$ cat src/rtl/uart_mem_loader.sv
`default_nettype none
// ============================================================================
// uart_mem_loader : 8N1 UART byte stream -> 32-bit word writes into a memory.
// Optional trailing XOR checksum byte when LOADER_CHECKSUM_EN is defined.
// Rev 1.0
// ============================================================================

module uart_mem_loader #(
  parameter int CLKS_PER_BIT = 434,
  parameter int MEM_WORDS    = 2056,
  parameter int ADDR_W       = 12
) (
  input  logic              clk,
  input  logic              reset,
  input  logic              ser_rx,
  output logic              mem_we,
  output logic [ADDR_W-1:0] mem_addr,
  output logic [31:0]       mem_wdata,
  output logic              busy,
  output logic              done,
  output logic              err
);

  localparam int CNT_W = (CLKS_PER_BIT > 1) ? $clog2(CLKS_PER_BIT) : 1;
  localparam logic [CNT_W-1:0] HALF_M1 = CNT_W'(CLKS_PER_BIT / 2 - 1);
  localparam logic [CNT_W-1:0] FULL_M1 = CNT_W'(CLKS_PER_BIT - 1);

  typedef enum logic [1:0] {R_IDLE, R_START, R_DATA, R_STOP} rx_state_t;

  typedef enum logic [2:0] {
    S_CNT_LO = 3'd0,
    S_CNT_HI = 3'd1,
    S_DATA   = 3'd2,
`ifdef LOADER_CHECKSUM_EN
    S_CSUM   = 3'd3,
`endif
    S_DONE   = 3'd4,
    S_ERR    = 3'd5
  } load_state_t;

`ifdef LOADER_CHECKSUM_EN
  localparam load_state_t S_AFTER_DATA = S_CSUM;
`else
  localparam load_state_t S_AFTER_DATA = S_DONE;
`endif

  logic [1:0]       sync_q;
  logic             prev_q;
  rx_state_t        rx_state_q, rx_state_d;
  logic [CNT_W-1:0] cnt_q, cnt_d;
  logic [2:0]       bit_q, bit_d;
  logic [7:0]       shift_q, shift_d;
  logic             w_rx, w_start_ok, w_byte_done, w_frame_err;

  load_state_t       state_q, state_d;
  logic              mem_we_q, mem_we_d;
  logic [ADDR_W-1:0] mem_addr_q, mem_addr_d;
  logic [31:0]       mem_wdata_q, mem_wdata_d;
  logic [23:0]       word_q, word_d;
  logic [1:0]        bidx_q, bidx_d;
  logic [7:0]        cnt_lo_q, cnt_lo_d;
  logic [15:0]       n_q, n_d;
  logic              busy_q, busy_d;
  logic [15:0]       w_n;
  logic [16:0]       w_next_idx;
`ifdef LOADER_CHECKSUM_EN
  logic [7:0]        csum_q, csum_d;
`endif

  assign w_rx       = sync_q[1];
  assign w_n        = {shift_q, cnt_lo_q};
  assign w_next_idx = 17'(mem_addr_q) + 17'd1;

  // Receiver: start bit re-checked at half a bit, then one sample per bit period.
  always_comb begin
    rx_state_d  = rx_state_q;
    cnt_d       = cnt_q;
    bit_d       = bit_q;
    shift_d     = shift_q;
    w_start_ok  = 1'b0;
    w_byte_done = 1'b0;
    w_frame_err = 1'b0;
    case (rx_state_q)
      R_IDLE: begin
        if (prev_q && !w_rx) begin
          rx_state_d = R_START;
          cnt_d      = '0;
        end
      end
      R_START: begin
        if (cnt_q == HALF_M1) begin
          cnt_d = '0;
          if (w_rx) begin
            rx_state_d = R_IDLE;
          end else begin
            rx_state_d = R_DATA;
            bit_d      = 3'd0;
            w_start_ok = 1'b1;
          end
        end else begin
          cnt_d = cnt_q + 1'b1;
        end
      end
      R_DATA: begin
        if (cnt_q == FULL_M1) begin
          cnt_d   = '0;
          shift_d = {w_rx, shift_q[7:1]};
          if (bit_q == 3'd7) rx_state_d = R_STOP;
          else               bit_d      = bit_q + 3'd1;
        end else begin
          cnt_d = cnt_q + 1'b1;
        end
      end
      default: begin
        if (cnt_q == FULL_M1) begin
          cnt_d       = '0;
          rx_state_d  = R_IDLE;
          w_byte_done = w_rx;
          w_frame_err = !w_rx;
        end else begin
          cnt_d = cnt_q + 1'b1;
        end
      end
    endcase
  end

  always_comb begin
    state_d     = state_q;
    mem_we_d    = 1'b0;
    mem_addr_d  = mem_addr_q;
    mem_wdata_d = mem_wdata_q;
    word_d      = word_q;
    bidx_d      = bidx_q;
    cnt_lo_d    = cnt_lo_q;
    n_d         = n_q;
    busy_d      = busy_q;
`ifdef LOADER_CHECKSUM_EN
    csum_d      = csum_q;
`endif
    if (w_start_ok) busy_d = 1'b1;
    if (mem_we_q)   mem_addr_d = mem_addr_q + 1'b1;
    case (state_q)
      S_CNT_LO: begin
        if (w_frame_err) state_d = S_ERR;
        else if (w_byte_done) begin
          cnt_lo_d = shift_q;
          state_d  = S_CNT_HI;
        end
      end
      S_CNT_HI: begin
        if (w_frame_err) state_d = S_ERR;
        else if (w_byte_done) begin
          n_d = w_n;
          if (32'(w_n) > 32'(MEM_WORDS)) state_d = S_ERR;
          else if (w_n == 16'd0)         state_d = S_AFTER_DATA;
          else                           state_d = S_DATA;
        end
      end
      S_DATA: begin
        if (w_frame_err) state_d = S_ERR;
        else if (w_byte_done) begin
          if (bidx_q == 2'd3) begin
            mem_we_d    = 1'b1;
            mem_wdata_d = {shift_q, word_q};
          end else begin
            word_d = {shift_q, word_q[23:8]};
          end
          bidx_d = bidx_q + 2'd1;
        end else if (mem_we_q && (w_next_idx == {1'b0, n_q})) begin
          state_d = S_AFTER_DATA;
        end
      end
`ifdef LOADER_CHECKSUM_EN
      S_CSUM: begin
        if (w_frame_err) state_d = S_ERR;
        else if (w_byte_done) state_d = (shift_q == csum_q) ? S_DONE : S_ERR;
      end
`endif
      default: ;
    endcase
`ifdef LOADER_CHECKSUM_EN
    if (w_byte_done && (state_q == S_CNT_LO || state_q == S_CNT_HI || state_q == S_DATA))
      csum_d = csum_q ^ shift_q;
`endif
  end

  always_ff @(posedge clk or negedge reset) begin
    if (!reset) begin
      sync_q      <= 2'b11;
      prev_q      <= 1'b1;
      rx_state_q  <= R_IDLE;
      cnt_q       <= '0;
      bit_q       <= 3'd0;
      shift_q     <= 8'd0;
      state_q     <= S_CNT_LO;
      mem_we_q    <= 1'b0;
      mem_addr_q  <= '0;
      mem_wdata_q <= 32'd0;
      word_q      <= 24'd0;
      bidx_q      <= 2'd0;
      cnt_lo_q    <= 8'd0;
      n_q         <= 16'd0;
      busy_q      <= 1'b0;
`ifdef LOADER_CHECKSUM_EN
      csum_q      <= 8'd0;
`endif
    end else begin
      sync_q      <= {sync_q[0], ser_rx};
      prev_q      <= w_rx;
      rx_state_q  <= rx_state_d;
      cnt_q       <= cnt_d;
      bit_q       <= bit_d;
      shift_q     <= shift_d;
      state_q     <= state_d;
      mem_we_q    <= mem_we_d;
      mem_addr_q  <= mem_addr_d;
      mem_wdata_q <= mem_wdata_d;
      word_q      <= word_d;
      bidx_q      <= bidx_d;
      cnt_lo_q    <= cnt_lo_d;
      n_q         <= n_d;
      busy_q      <= busy_d;
`ifdef LOADER_CHECKSUM_EN
      csum_q      <= csum_d;
`endif
    end
  end

  // Status decodes straight from the state so busy falls exactly as done/err rise.
  assign done      = (state_q == S_DONE);
  assign err       = (state_q == S_ERR);
  assign busy      = busy_q && !done && !err;
  assign mem_we    = mem_we_q;
  assign mem_addr  = mem_addr_q;
  assign mem_wdata = mem_wdata_q;

endmodule

`default_nettype wire

$ cat config.mk
export PLATFORM = sky130hd
export DESIGN_NAME = uart_mem_loader
export DESIGN_NICKNAME = d
export VERILOG_FILES = /design/src/rtl/uart_mem_loader.sv
export SDC_FILE = /design/constraint.sdc
export NUM_CORES = 1
export LEC_CHECK = 0
export ABC_CLOCK_PERIOD_IN_PS = 2800
export BUFFER_PORTS_ARGS = -buffer_cell sky130_fd_sc_hd__buf_4
export CAP_MARGIN = 25
export CORE_ASPECT_RATIO = 1.2
export CORE_UTILIZATION = 45
export CTS_CLUSTER_SIZE = 30
export DETAILED_ROUTE_END_ITERATION = 8
export HOLD_SLACK_MARGIN = 0.12
export PLACE_DENSITY = 0.64
export SYNTH_ARGS = -nofsm -noshare
export SYNTH_HDL_FRONTEND = slang
export SYNTH_SLANG_ARGS = --single-unit
$ cat constraint.sdc
create_clock -name clk -period 2.8 [get_ports clk]
set_input_delay 0 -clock clk [delete_from_list [all_inputs] [get_ports clk]]
set_output_delay 0 -clock clk [all_outputs]
set_load 0.01 [all_outputs]
=== After elaboration in Yosys (flattened, before gate mapping) ===
Index checks and enable logic that the tools add are counted.

* Output and inout port bits: 48
* Input port bits: 3
* Register bits: 124
* Logic and storage cells: 104

* Equality and inequality tests: 21
* Bitwise operators: 2
* Add/subtract/negate cells: 5
* Multiplexer cells: 37
* Reductions and logical operators: 23
* Order comparisons: 1

{| class="wikitable"
|+ Operators by type and width
! kind !! count
|-
| $mux 3 || 13
|-
| $mux 9 || 3
|-
| $pmux 9 s2 || 1
|-
| $eq 13x16->1 || 1
|-
| $gt 16x12->1 const B || 1
|-
| $logic_not 16->1 || 1
|-
| $reduce_and 5->1 || 3
|-
| $add 12x1->13 const B || 1
|-
| $add 12x1->12 const B || 1
|-
| $mux 2 || 6
|-
| $ne 2x2->1 const B || 6
|-
| $ne 3x3->1 const B || 4
|-
| $mux 1 || 11
|-
| $add 9x1->9 const B || 1
|-
| $eq 3x3->1 const B || 3
|-
| $eq 9x8->1 const B || 1
|-
| $eq 9x9->1 const B || 1
|-
| $pmux 3 s3 || 1
|-
| $reduce_and 3->1 || 3
|-
| $reduce_and 4->1 || 2
|-
| $pmux 2 s3 || 1
|-
| $pmux 3 s2 || 1
|-
| $reduce_bool 3->1 || 2
|-
| $eq 2x2->1 const B || 2
|-
| 13 further kinds || 19
|}

=== Logic depth before layout (Yosys ltp) ===
Gate-level depths: netlist of run 1.

* Depth after elaboration: 7
* Mapped depth: 10
* Depth with buffers taken out: 8

=== Worst setup path before layout of run 1 ===
No wires, ideal clock.

* Path type: register to register
* Start point: reg mem_addr_q[0] (netlist: mem_addr[0])
* End point: reg state_q[1]
* Arrival: 2303 ps
* Period minus slack after synthesis: 2385 ps
* Data required time: 2718 ps
* Buffers on the path: 1
* Slack: 415 ps
* Cell stages (with the launch flop): 9
* Library setup time: 82 ps
* Cells stage by stage: dfrtp_1 ha_1 clkbuf_2 nand4_1 o31ai_1 nand4_1 or4_1 o31a_2 o22ai_1

* Cells in the longest elaborated chain, start to end: 5

{| class="wikitable"
|+ Ends and longest elaborated chain
! item !! RTL line !! text
|-
| from (decl) || 57 || <nowiki>logic [ADDR_W-1:0] mem_addr_q, mem_addr_d;</nowiki>
|-
| from (signal assigned) || 216 || <nowiki>mem_addr_q <= mem_addr_d;</nowiki>
|-
| $add 12x1->13 || 72 || <nowiki>assign w_next_idx = 17'(mem_addr_q) + 17'd1;</nowiki>
|-
| $eq 13x16->1 || 169 || <nowiki>end else if (mem_we_q && (w_next_idx == {1'b0, n_q})) begin</nowiki>
|-
| $logic_and 1x1->1 || 169 ||
|-
| $ne 3x3->1 (no line) || - ||
|-
| $reduce_and 5->1 (no line) || - ||
|-
| to (signal assigned) || 214 || <nowiki>state_q <= state_d;</nowiki>
|-
| to (decl) || 55 || <nowiki>load_state_t state_q, state_d;</nowiki>
|}

Every way passes these cells.
A chain may end at the register's enable or synchronous reset.

=== Final worst setup path of run 1 ===
* Start point: reg mem_addr_q[1] (netlist: mem_addr[1])
* End point: reg state_q[1]

Same word-level chain as after synthesis.

==> metrics.txt, run 1 <==
# TYPE chip_impl_metric gauge
chip_impl_metric{name="postRouteWirelength",unit="um"} 10700
chip_impl_metric{name="p_int",unit="W"} 0.00356
chip_impl_metric{name="ctsResizeCount",unit=""} 0
chip_impl_metric{name="vdd_drop_max",unit="uV"} 381
chip_impl_metric{name="antenna_found_initial",unit=""} 0
chip_impl_metric{name="synthCells",unit=""} 434
chip_impl_metric{name="synth_cell_type_count",unit=""} 57
chip_impl_metric{name="top_level_ports",unit=""} 51
chip_impl_metric{name="post_route_cells_drive_above_1_share",unit="%"} 38.5
chip_impl_metric{name="cts.htree.levels",unit=""} 4
chip_impl_metric{name="p_switching",unit="W"} 0.00106
chip_impl_metric{name="grt_start_max_net_pins",unit=""} 51
chip_impl_info{name="yosys-top-cells-area",value="dfrtp_1, mux2_2, xnor2_1"} 1
chip_impl_metric{name="cap_viol_max_count",unit=""} 0
chip_impl_metric{name="setup_viol_count_final",unit=""} 0
chip_impl_metric{name="remaining_drc_errors",unit=""} 0
chip_impl_metric{name="share_of_total_power_in_combinational_logic",unit="%"} 6.7
chip_impl_metric{name="cts.repair_timing.setup_buffer_count",unit=""} 0
chip_impl_metric{name="yosysSeqAreaShare",unit="%"} 55.7
chip_impl_metric{name="clk_path_buf_depth",unit=""} 2
chip_impl_info{name="timing_worst_setup_path_type",value="register to register"} 1
chip_impl_metric{name="detailroute.via_count",unit=""} 3618
chip_impl_metric{name="clock_latency",unit="ns"} 0.41
chip_impl_info{name="cts.root.buffer_cell",value="clkbuf_16"} 1
chip_impl_metric{name="synth_top_cell_area_share",unit="%"} 54.3
chip_impl_info{name="crit_start",value="mem_addr[1]"} 1
chip_impl_metric{name="worst_pin_slew",unit="ns"} 0.726
chip_impl_metric{name="area_delta_synth_final",unit="%"} 22.6
chip_impl_metric{name="gp_congestion",unit=""} 0.915
chip_impl_metric{name="fp.dieH",unit="um"} 124
chip_impl_metric{name="fp.dieArea",unit="um2"} 12900
chip_impl_metric{name="p_sw_share",unit="%"} 23.0
chip_impl_metric{name="holdBufCountCts",unit=""} 2
chip_impl_metric{name="drtIter0Drc",unit=""} 138
chip_impl_metric{name="dp.final_hpwl",unit="um"} 7220
chip_impl_metric{name="timing.critical_path.fanout_max",unit=""} 8
chip_impl_metric{name="timing.reg2reg.setup_slack",unit="ns"} 0.24
chip_impl_metric{name="fin_worst_hold_slack",unit="ns"} 0.166
chip_impl_metric{name="grt_remaining_overflow",unit=""} 0
chip_impl_metric{name="route.antenna.remaining_nets",unit=""} 0
chip_impl_metric{name="synth-edff-count",unit=""} 0
chip_impl_info{name="sort_of_element_at_the_end_of_the_critical_path",value="register"} 1
chip_impl_metric{name="worst_slew_margin_rel",unit="%"} 51.3
chip_impl_info{name="layout_commonest_cell",value="dfrtp_1"} 1
chip_impl_metric{name="nFillCells",unit=""} 1046
chip_impl_info{name="status",value="complete, no violations"} 1
chip_impl_metric{name="r2r.worst_path.cells",unit=""} 7
chip_impl_metric{name="seq_cells_post_synth",unit=""} 124
chip_impl_metric{name="finalHoldViolCount",unit=""} 0
chip_impl_metric{name="synthesis.area_per_instance",unit="um2"} 12.9
chip_impl_metric{name="fin_setup_tns",unit="ns"} 0
chip_impl_metric{name="fmax",unit="GHz"} 0.391
chip_impl_metric{name="numPortBuffers",unit=""} 50
chip_impl_metric{name="std_cell_rows",unit=""} 44
chip_impl_metric{name="pwr_density_cell",unit="nW/um2"} 676
chip_impl_metric{name="min_period_over_period",unit="%"} 91.3
chip_impl_info{name="yosys.area.top_type",value="dfrtp_1"} 1
chip_impl_metric{name="layout.cells.non_filler",unit=""} 670
chip_impl_metric{name="synthesis.yosys.warnings",unit=""} 0
chip_impl_metric{name="power_frac_clock",unit="%"} 52.2
chip_impl_metric{name="mappedNetlistNets",unit=""} 444
chip_impl_metric{name="required",unit="ns"} 3.13
chip_impl_info{name="yosys_most_used_dff",value="dfrtp_1"} 1
chip_impl_metric{name="fp.dieW",unit="um"} 104
chip_impl_metric{name="clkSlewWorstSetupHoldPaths",unit="ns"} 0.06
chip_impl_metric{name="total_leakage_power",unit="nW"} 3.36
chip_impl_metric{name="start_util",unit="%"} 46.1
chip_impl_metric{name="vias_per_cell",unit=""} 5.40
chip_impl_metric{name="cts_buffers",unit=""} 17
chip_impl_info{name="start_kind",value="register"} 1
chip_impl_info{name="reg_to_reg_critical_path_startpoint",value="mem_addr[1]"} 1
chip_impl_metric{name="data_arrival_critical_path",unit="ns"} 2.88
chip_impl_info{name="hold_path_class",value="input pin to asynchronous set/reset pin"} 1
chip_impl_metric{name="drt-pass1-iter-count",unit=""} 4
chip_impl_metric{name="period_needed",unit="ns"} 2.56
chip_impl_metric{name="vias_in_the_first_global_route",unit=""} 3721
chip_impl_info{name="tritoncts_clock_tree",value="yes"} 1
chip_impl_metric{name="power.share.sequential",unit="%"} 41.2
chip_impl_metric{name="grt_usage",unit="%"} 18.4
chip_impl_metric{name="synthesis.area",unit="um2"} 5580
chip_impl_metric{name="grt_pass1_wl",unit="um"} 18300
chip_impl_metric{name="diodes",unit=""} 0
chip_impl_info{name="rr_endpoint",value="state_q[1]"} 1
chip_impl_metric{name="timing_max_transition_violations_final",unit=""} 0
chip_impl_metric{name="report.power.total",unit="W"} 0.00462
chip_impl_metric{name="route.detailed.wl_per_inst",unit="um"} 16.0
chip_impl_metric{name="fin_nets",unit=""} 506
chip_impl_metric{name="clkSinkCount",unit=""} 124
chip_impl_metric{name="floorplan.core_area",unit="um2"} 12100
chip_impl_metric{name="asyncSetResetFlopFracSynth",unit="%"} 100
chip_impl_info{name="rsz0062_at_grt",value="false"} 1
chip_impl_metric{name="clock-skew-final",unit="ns"} 0.00777
chip_impl_info{name="most-common-layout-cells",value="dfrtp_1, mux2_2, buf_4"} 1
chip_impl_metric{name="dpl.cell_count",unit=""} 636
per-stage QoR:
| stage | cell area [um2] | utilization [%] | worst slack, ns |
|---|---|---|---|
| after global placement | 6160 | 50.9 | 0.372 |
| after floorplan | 5580 | - | 0.415 |
| final | 6840 | 56.5 | 0.244 |
| after detailed placement | 6160 | 50.9 | 0.278 |
| after CTS | 6840 | 56.5 | 0.263 |
| after global routing | 6840 | 56.5 | 0.0811 |
cell families after synthesis:
group	share of synthesized area (%)
AND/OR/NAND/NOR	10.9
XOR/XNOR	4.24
multiplexers	18.6
flip-flops	55.7
AO/OA/AOI/OAI	6.23
adder cells (fa/ha/maj)	1.57
buffers and inverters	2.76
registers in the layout, summed over array words and instances, names as in the netlist, 2 cells and up:
signal      count
mem_wdata      32
word_q         24
n_q            16
mem_addr       12
cnt_q           9
cnt_lo_q        8
shift_q         8
bit_q           3
state_q         3
bidx_q          2
rx_state_q      2
sync_q          2
Yosys cell counts (3+ instances only):
| cell type | n |
|---|---|
| nor4_1 | 5 |
| o31ai_1 | 6 |
| buf_2 | 11 |
| nand3_1 | 10 |
| nor3_1 | 6 |
| ha_1 | 7 |
| nand4_1 | 11 |
| o21ai_0 | 14 |
| nand2_1 | 21 |
| nor2_1 | 16 |
| and2_1 | 3 |
| or4_1 | 4 |
| a21oi_1 | 5 |
| inv_1 | 13 |
| mux2_4 | 7 |
| xnor2_1 | 18 |
| a31oi_1 | 4 |
| dfstp_2 | 3 |
| a21o_1 | 3 |
| and4_1 | 5 |
| mux2_2 | 83 |
| nor2b_1 | 4 |
| xor2_1 | 9 |
| dfrtp_1 | 121 |
worst max-delay path, cell delays in order (launching register included):
cell and delay (ns):
dfrtp_1 0.45, ha_1 0.35, nand4_1 0.26, o31ai_1 0.32, nand4_1 0.12, or4_1 0.54
o31a_2 0.30, o22ai_1 0.14
final cells by class:
| class | instances | area, um2 | share of cell area [%] |
|---|---|---|---|
| Inverter | 13 | 48.8 | 0.714 |
| Tap cell | 161 | 201 | 2.95 |
| Sequential cell | 124 | 3110 | 45.4 |
| Timing Repair Buffer | 61 | 500 | 7.32 |
| Clock buffer | 18 | 439 | 6.42 |
| Multi-Input combinational cell | 279 | 2330 | 34.0 |
| Clock inverter | 14 | 216 | 3.17 |
routing by layer:
layer	track usage, %	vias to the layer above	part of all wire, %
li1	-	1704	-
met3	5.86	23	4.8
met4	8.39	0	2.0
met1	22.8	1804	45
met5	0	-	0
met2	29.7	87	48
how the worst max path moves through the flow:
| stage | to | slack, ns | cells past startpoint |
|---|---|---|---|
| global route | state_q[2] | 0.08 | 7 |
| floorplan | state_q[1] | 0.41 | 8 |
| detailed placement | state_q[1] | 0.28 | 7 |
| finish | state_q[1] | 0.24 | 7 |
| global placement | state_q[1] | 0.37 | 7 |
| CTS | state_q[1] | 0.26 | 7 |
power by group through the flow:
stage               clock network, W  registers [W]  logic (W)
CTS                          0.00246        0.00190   0.000312
floorplan                          0        0.00191   0.000222
global route                 0.00254        0.00191   0.000352
global placement                   0        0.00193   0.000301
detailed placement                 0        0.00193   0.000310
finish                       0.00241        0.00190   0.000308
(Power assumes the default switching activity.)
==> run 2, diff against run 1 <==
REMOVE_ABC_BUFFERS = 1   (was default)
==> metrics.txt, run 2 (synthesis results as in run 1) <==
# TYPE chip_impl_metric gauge
chip_impl_metric{name="numPortBuffers",unit=""} 50
chip_impl_metric{name="timing_max_transition_violations_final",unit=""} 0
chip_impl_info{name="hold_path_class",value="input pin to asynchronous set/reset pin"} 1
chip_impl_metric{name="setup_viol_count_final",unit=""} 0
chip_impl_metric{name="postRouteWirelength",unit="um"} 10700
chip_impl_info{name="tritoncts_clock_tree",value="yes"} 1
chip_impl_metric{name="clkSlewWorstSetupHoldPaths",unit="ns"} 0.05
chip_impl_info{name="cts.root.buffer_cell",value="clkbuf_16"} 1
chip_impl_metric{name="fin_setup_tns",unit="ns"} 0
chip_impl_metric{name="finalHoldViolCount",unit=""} 0
chip_impl_info{name="layout_commonest_cell",value="dfrtp_1"} 1
chip_impl_metric{name="met3_routing_resource_usage_after_global_routing",unit="%"} 5.60
chip_impl_metric{name="vias_in_the_first_global_route",unit=""} 3606
chip_impl_metric{name="fp.dieH",unit="um"} 124
chip_impl_metric{name="timing.critical_path.fanout_max",unit=""} 8
chip_impl_metric{name="worst_slew_margin_rel",unit="%"} 55.6
chip_impl_metric{name="clock_latency",unit="ns"} 0.41
chip_impl_metric{name="post-route-worst-setup-slack",unit="ns"} 0.265
chip_impl_metric{name="remaining_drc_errors",unit=""} 0
chip_impl_metric{name="area_delta_synth_final",unit="%"} 20.7
chip_impl_metric{name="fin_nets",unit=""} 505
chip_impl_metric{name="flip_flop_count_of_the_largest_register_after_layout",unit=""} 32
chip_impl_metric{name="drtIter0Drc",unit=""} 196
chip_impl_metric{name="cts.repair_timing.setup_buffer_count",unit=""} 0
chip_impl_metric{name="min_period_over_period",unit="%"} 90.5
chip_impl_metric{name="vias_per_cell",unit=""} 5.38
chip_impl_metric{name="grt_util_met1",unit="%"} 23.5
chip_impl_metric{name="detailroute.via_count",unit=""} 3600
chip_impl_metric{name="final_core_util",unit="%"} 55.6
chip_impl_info{name="most-common-layout-cells",value="dfrtp_1, mux2_2, buf_4"} 1
chip_impl_metric{name="grt_pass1_wl",unit="um"} 18100
chip_impl_metric{name="dpl.cell_count",unit=""} 635
chip_impl_metric{name="route.antenna.remaining_nets",unit=""} 0
chip_impl_metric{name="antenna_found_initial",unit=""} 0
chip_impl_metric{name="dp.final_hpwl",unit="um"} 7060
chip_impl_metric{name="std_cell_rows",unit=""} 44
chip_impl_metric{name="cts.htree.levels",unit=""} 4
chip_impl_metric{name="diodes",unit=""} 0
chip_impl_metric{name="cap_viol_max_count",unit=""} 0
chip_impl_metric{name="timing.reg2reg.setup_slack",unit="ns"} 0.26
chip_impl_metric{name="clock-skew-final",unit="ns"} 0.00970
chip_impl_metric{name="route.detailed.wl_per_inst",unit="um"} 16.0
chip_impl_info{name="status",value="complete, no violations"} 1
chip_impl_metric{name="grt_start_max_net_pins",unit=""} 75
chip_impl_metric{name="drt-pass1-iter-count",unit=""} 4
chip_impl_info{name="timing_worst_setup_path_type",value="register to register"} 1
chip_impl_metric{name="data_arrival_critical_path",unit="ns"} 2.86
chip_impl_info{name="start_kind",value="register"} 1
chip_impl_metric{name="grt_remaining_overflow",unit=""} 0
chip_impl_metric{name="floorplan.core_area",unit="um2"} 12100
chip_impl_metric{name="worst_pin_slew",unit="ns"} 0.666
chip_impl_metric{name="preCtsSetupSlack",unit="ns"} 0.214
chip_impl_metric{name="fmax",unit="GHz"} 0.394
chip_impl_metric{name="global_route.usage.met2",unit="%"} 29.0
chip_impl_metric{name="total_leakage_power",unit="nW"} 3.31
chip_impl_metric{name="post_route_cells_drive_above_1_share",unit="%"} 37.4
chip_impl_metric{name="grt_usage",unit="%"} 18.2
chip_impl_metric{name="start_util",unit="%"} 46.1
chip_impl_metric{name="vdd_drop_max",unit="uV"} 373
chip_impl_info{name="gr_busiest_metal",value="met2"} 1
chip_impl_metric{name="gp_congestion",unit=""} 0.879
chip_impl_metric{name="layout.cells.non_filler",unit=""} 669
chip_impl_info{name="rsz0062_at_grt",value="false"} 1
chip_impl_metric{name="clk_path_buf_depth",unit=""} 2
chip_impl_metric{name="required",unit="ns"} 3.13
chip_impl_metric{name="top_level_ports",unit=""} 51
chip_impl_metric{name="clkSinkCount",unit=""} 124
chip_impl_metric{name="period_needed",unit="ns"} 2.54
chip_impl_metric{name="pwr_density_cell",unit="nW/um2"} 638
chip_impl_metric{name="fp.dieArea",unit="um2"} 12900
chip_impl_metric{name="cts_buffers",unit=""} 17
chip_impl_info{name="sort_of_element_at_the_end_of_the_critical_path",value="register"} 1
chip_impl_metric{name="fp.dieW",unit="um"} 104
[run 2: cell count changes in the layout (fill, tap and decap cells not counted)]
cell	change
bufinv_16	-3
ha_2	+1
clkinv_4	-1
clkinv_2	+2
ha_1	-1
inv_6	-2
clkbuf_1	+6
clkinvlp_4	-2
buf_4	-1
[run 2: where the power goes]
part,internal (W),total (W),switching (W)
logic,0.000120,0.000311,0.000191
clock network,0.00133,0.00208,0.000751
registers,0.00184,0.00191,0.0000695
[run 2: metrics by stage]
step	hold slack [ns]	area, um2	power, W
after floorplan	-0.296	5480	0.00212
after global placement	0.0817	6160	0.00223
after detailed placement	0.0896	6160	0.00224
after CTS	0.192	6730	0.00434
after global routing	0.222	6740	0.00448
final	0.163	6740	0.00429
[run 2: per-layer routing]
| layer | wire length, um | vias up |
|---|---|---|
| met5 | 0 | - |
| met4 | 167 | 0 |
| met3 | 449 | 14 |
| met2 | 5150 | 70 |
| met1 | 4920 | 1815 |
| li1 | - | 1701 |
[run 2: cell type report]
cell class                 instances  area, um2
timing repair buffer              60        493
sequential                       124       3110
multi-input combinational        279       2330
inverter                          13       48.8
tap                              161        201
clock inverter                     8       95.1
fill                            1040       5380
clock buffer                      24        462
[run 2: repair_timing]
action | in CTS | in global routing
hold buffers | 2 | 0
endpoints found under the hold margin | 51 | 0
gates resized for setup | 0 | 1
endpoints found under the setup margin | 0 | 2
[run 2: final timing paths]
kind,cells past startpoint,to,startpoint
max in group asynchronous,3,prev_q,reset
min reg2reg,0,sync_q[1],sync_q[0]
max reg2reg,7,state_q[1],mem_addr[0]
min in group clk,2,sync_q[0],ser_rx
max,7,state_q[1],mem_addr[0]
min,2,mem_wdata[9],reset
[run 2: worst max-delay path, stage by stage (launching register included)]
cell and delay (ns):
dfrtp_1 0.51, ha_2 0.32, nand4_1 0.23, o31ai_1 0.31, nand4_1 0.11, or4_1 0.54, o31a_2 0.29, o22ai_1 0.14
==> run 3, diff against run 2 <==
CELL_PAD_IN_SITES_DETAIL_PLACEMENT = 1   (was default)
CELL_PAD_IN_SITES_GLOBAL_PLACEMENT = 2   (was default)
CORE_UTILIZATION = 41   (was 45)
PLACE_DENSITY = 0.8   (was 0.64)
==> metrics.txt, run 3 (synthesis results as in run 1) <==
# TYPE chip_impl_metric gauge
chip_impl_info{name="status",value="complete, no violations"} 1
chip_impl_metric{name="max_stage_delay",unit="ns"} 0.56
chip_impl_metric{name="cts_buffers",unit=""} 17
chip_impl_info{name="tritoncts_clock_tree",value="yes"} 1
chip_impl_metric{name="clkSinkCount",unit=""} 124
chip_impl_info{name="layout_commonest_cell",value="dfrtp_1"} 1
chip_impl_metric{name="cap_viol_max_count",unit=""} 0
chip_impl_metric{name="area_delta_synth_final",unit="%"} 21.4
chip_impl_metric{name="grt_remaining_overflow",unit=""} 0
chip_impl_metric{name="route.antenna.remaining_nets",unit=""} 0
chip_impl_info{name="most-common-layout-cells",value="dfrtp_1, mux2_2, buf_4"} 1
chip_impl_metric{name="data_arrival_critical_path",unit="ns"} 2.99
chip_impl_metric{name="start_util",unit="%"} 42.2
chip_impl_metric{name="gp_congestion",unit=""} 0.842
chip_impl_metric{name="timing_max_transition_violations_final",unit=""} 0
chip_impl_metric{name="p_switching",unit="W"} 0.00111
chip_impl_metric{name="fp.dieArea",unit="um2"} 14100
chip_impl_metric{name="fin_setup_tns",unit="ns"} 0
chip_impl_metric{name="layout.cells.non_filler",unit=""} 675
chip_impl_metric{name="vdd_drop_max",unit="uV"} 280
chip_impl_metric{name="detailroute.via_count",unit=""} 3679
chip_impl_metric{name="drtIter0Drc",unit=""} 116
chip_impl_metric{name="pwr_density_cell",unit="nW/um2"} 654
chip_impl_metric{name="clkSlewWorstSetupHoldPaths",unit="ns"} 0.06
chip_impl_metric{name="std_cell_rows",unit=""} 46
chip_impl_metric{name="remaining_drc_errors",unit=""} 0
chip_impl_metric{name="share_of_total_power_in_combinational_logic",unit="%"} 7.4
chip_impl_metric{name="post_route_cells_drive_above_1_share",unit="%"} 38.5
chip_impl_metric{name="grt_usage",unit="%"} 19.3
chip_impl_metric{name="total_leakage_power",unit="nW"} 3.32
chip_impl_metric{name="postRouteWirelength",unit="um"} 12100
chip_impl_metric{name="floorplan.core_area",unit="um2"} 13200
chip_impl_metric{name="clock_latency",unit="ns"} 0.41
chip_impl_metric{name="grt_start_max_net_pins",unit=""} 83
chip_impl_metric{name="vias_per_cell",unit=""} 5.45
chip_impl_metric{name="cts.repair_timing.setup_buffer_count",unit=""} 0
chip_impl_metric{name="post_dp_cell_area",unit="um2"} 6160
chip_impl_metric{name="power_frac_clock",unit="%"} 49.5
chip_impl_metric{name="p_int",unit="W"} 0.00332
chip_impl_info{name="rsz0062_at_grt",value="false"} 1
chip_impl_info{name="cp_cell_sequence",value="ha_2 -> nand4_1 -> o31ai_1 -> nand4_1 -> or4_1 -> o31a_2 -> o22ai_1"} 1
chip_impl_info{name="start_kind",value="register"} 1
chip_impl_metric{name="finalHoldViolCount",unit=""} 0
chip_impl_metric{name="multi_input_comb_area",unit="um2"} 2330
chip_impl_metric{name="final_core_util",unit="%"} 51.2
chip_impl_metric{name="flip_flop_count_of_the_largest_register_after_layout",unit=""} 32
chip_impl_metric{name="route.detailed.wl_per_inst",unit="um"} 18.0
chip_impl_metric{name="fp.dieW",unit="um"} 109
chip_impl_metric{name="worst_slew_margin_rel",unit="%"} 60.9
chip_impl_metric{name="clk_path_buf_depth",unit=""} 2
chip_impl_info{name="cts.root.buffer_cell",value="clkbuf_16"} 1
chip_impl_metric{name="post-route-worst-setup-slack",unit="ns"} 0.136
chip_impl_metric{name="dp.final_hpwl",unit="um"} 8010
chip_impl_info{name="timing_worst_setup_path_type",value="register to register"} 1
chip_impl_metric{name="final-seq-area",unit="um2"} 3110
chip_impl_metric{name="final_cell_area",unit="um2"} 6770
chip_impl_metric{name="required",unit="ns"} 3.13
chip_impl_metric{name="power.share.sequential",unit="%"} 43.1
chip_impl_metric{name="setup_viol_count_final",unit=""} 0
chip_impl_info{name="cpMaxStageDelayCell",value="or4_1"} 1
chip_impl_metric{name="cts.htree.levels",unit=""} 4
chip_impl_metric{name="dpl.cell_count",unit=""} 641
chip_impl_info{name="sort_of_element_at_the_end_of_the_critical_path",value="register"} 1
chip_impl_metric{name="grt_pass1_wl",unit="um"} 20800
chip_impl_metric{name="min_period_over_period",unit="%"} 95.1
chip_impl_metric{name="p_sw_share",unit="%"} 25.1
chip_impl_metric{name="period_needed",unit="ns"} 2.66
chip_impl_metric{name="antenna_found_initial",unit=""} 0
chip_impl_metric{name="fin_nets",unit=""} 504
chip_impl_info{name="hold_path_class",value="input pin to asynchronous set/reset pin"} 1
chip_impl_metric{name="fmax",unit="GHz"} 0.375
chip_impl_metric{name="drt-pass1-iter-count",unit=""} 4
chip_impl_metric{name="vias_in_the_first_global_route",unit=""} 4019
chip_impl_metric{name="numPortBuffers",unit=""} 50
chip_impl_metric{name="diodes",unit=""} 0
chip_impl_metric{name="preCtsSetupSlack",unit="ns"} 0.0882
chip_impl_metric{name="top_level_ports",unit=""} 51
chip_impl_metric{name="worst_pin_slew",unit="ns"} 0.586
chip_impl_info{name="most_frequent_cell_on_the_critical_path",value="nand4_1"} 1
chip_impl_metric{name="fp.dieH",unit="um"} 130
chip_impl_metric{name="clock-skew-final",unit="ns"} 0.00610
chip_impl_metric{name="nFillCells",unit=""} 1373
chip_impl_metric{name="timing.critical_path.fanout_max",unit=""} 8
run 3: path summary, 6_finish.rpt:
path | start | endpoint | slack [ns] | cells past startpoint
max | mem_addr[0] | state_q[1] | 0.14 | 7
min | reset | mem_wdata[1] | 0.13 | 2
min reg2reg | sync_q[0] | sync_q[1] | 0.36 | 0
min in group clk | ser_rx | sync_q[0] | 0.25 | 2
max in group asynchronous | reset | prev_q | 1.77 | 3
max reg2reg | mem_addr[0] | state_q[1] | 0.14 | 7
run 3: final cells by class:
class                           instances  area share (%)
Sequential cell                       124            45.9
Timing Repair Buffer                   59            7.17
Tap cell                              168            3.10
Clock buffer                           19            6.69
Clock inverter                         13            2.07
Inverter                               13           0.720
Multi-Input combinational cell        279            34.4
run 3: repair_timing:
item | 4_1_cts | 5_1_grt
gates resized for setup | 0 | 1
setup endpoints to repair | 0 | 2
hold buffers | 2 | 0
endpoints found under the hold margin | 43 | 0
run 3: power groups by stage:
stage | sequential, W | clock [W] | combinational, W
after floorplan | 0.00192 | 0 | 0.000198
after global placement | 0.00193 | 0 | 0.000307
after detailed placement | 0.00194 | 0 | 0.000319
after CTS | 0.00191 | 0.00224 | 0.000333
after global routing | 0.00192 | 0.00232 | 0.000373
final | 0.00191 | 0.00219 | 0.000328
run 3: routing by layer:
layer | track usage [%] | wire length, um | up-vias
met2 | 30.9 | 6080 | 69
met4 | 8.19 | 160 | 0
met3 | 4.90 | 412 | 10
li1 | - | - | 1690
met5 | 0 | 0 | -
met1 | 24.8 | 5490 | 1910
run 3: per-stage QoR:
step,total power [W],hold WS [ns]
final,0.00443,0.128
after CTS,0.00449,0.152
after floorplan,0.00212,-0.296
after detailed placement,0.00226,0.0485
after global placement,0.00224,0.0382
after global routing,0.00462,0.176
run 3: critical path: cells and delay by family (launching register included):
kind | cells | cell delay, ns
DFF | 1 | 0.52
AOI/OAI and AO/OA | 3 | 0.80
adders and majority gates | 1 | 0.32
and+or+nand+nor | 3 | 0.94
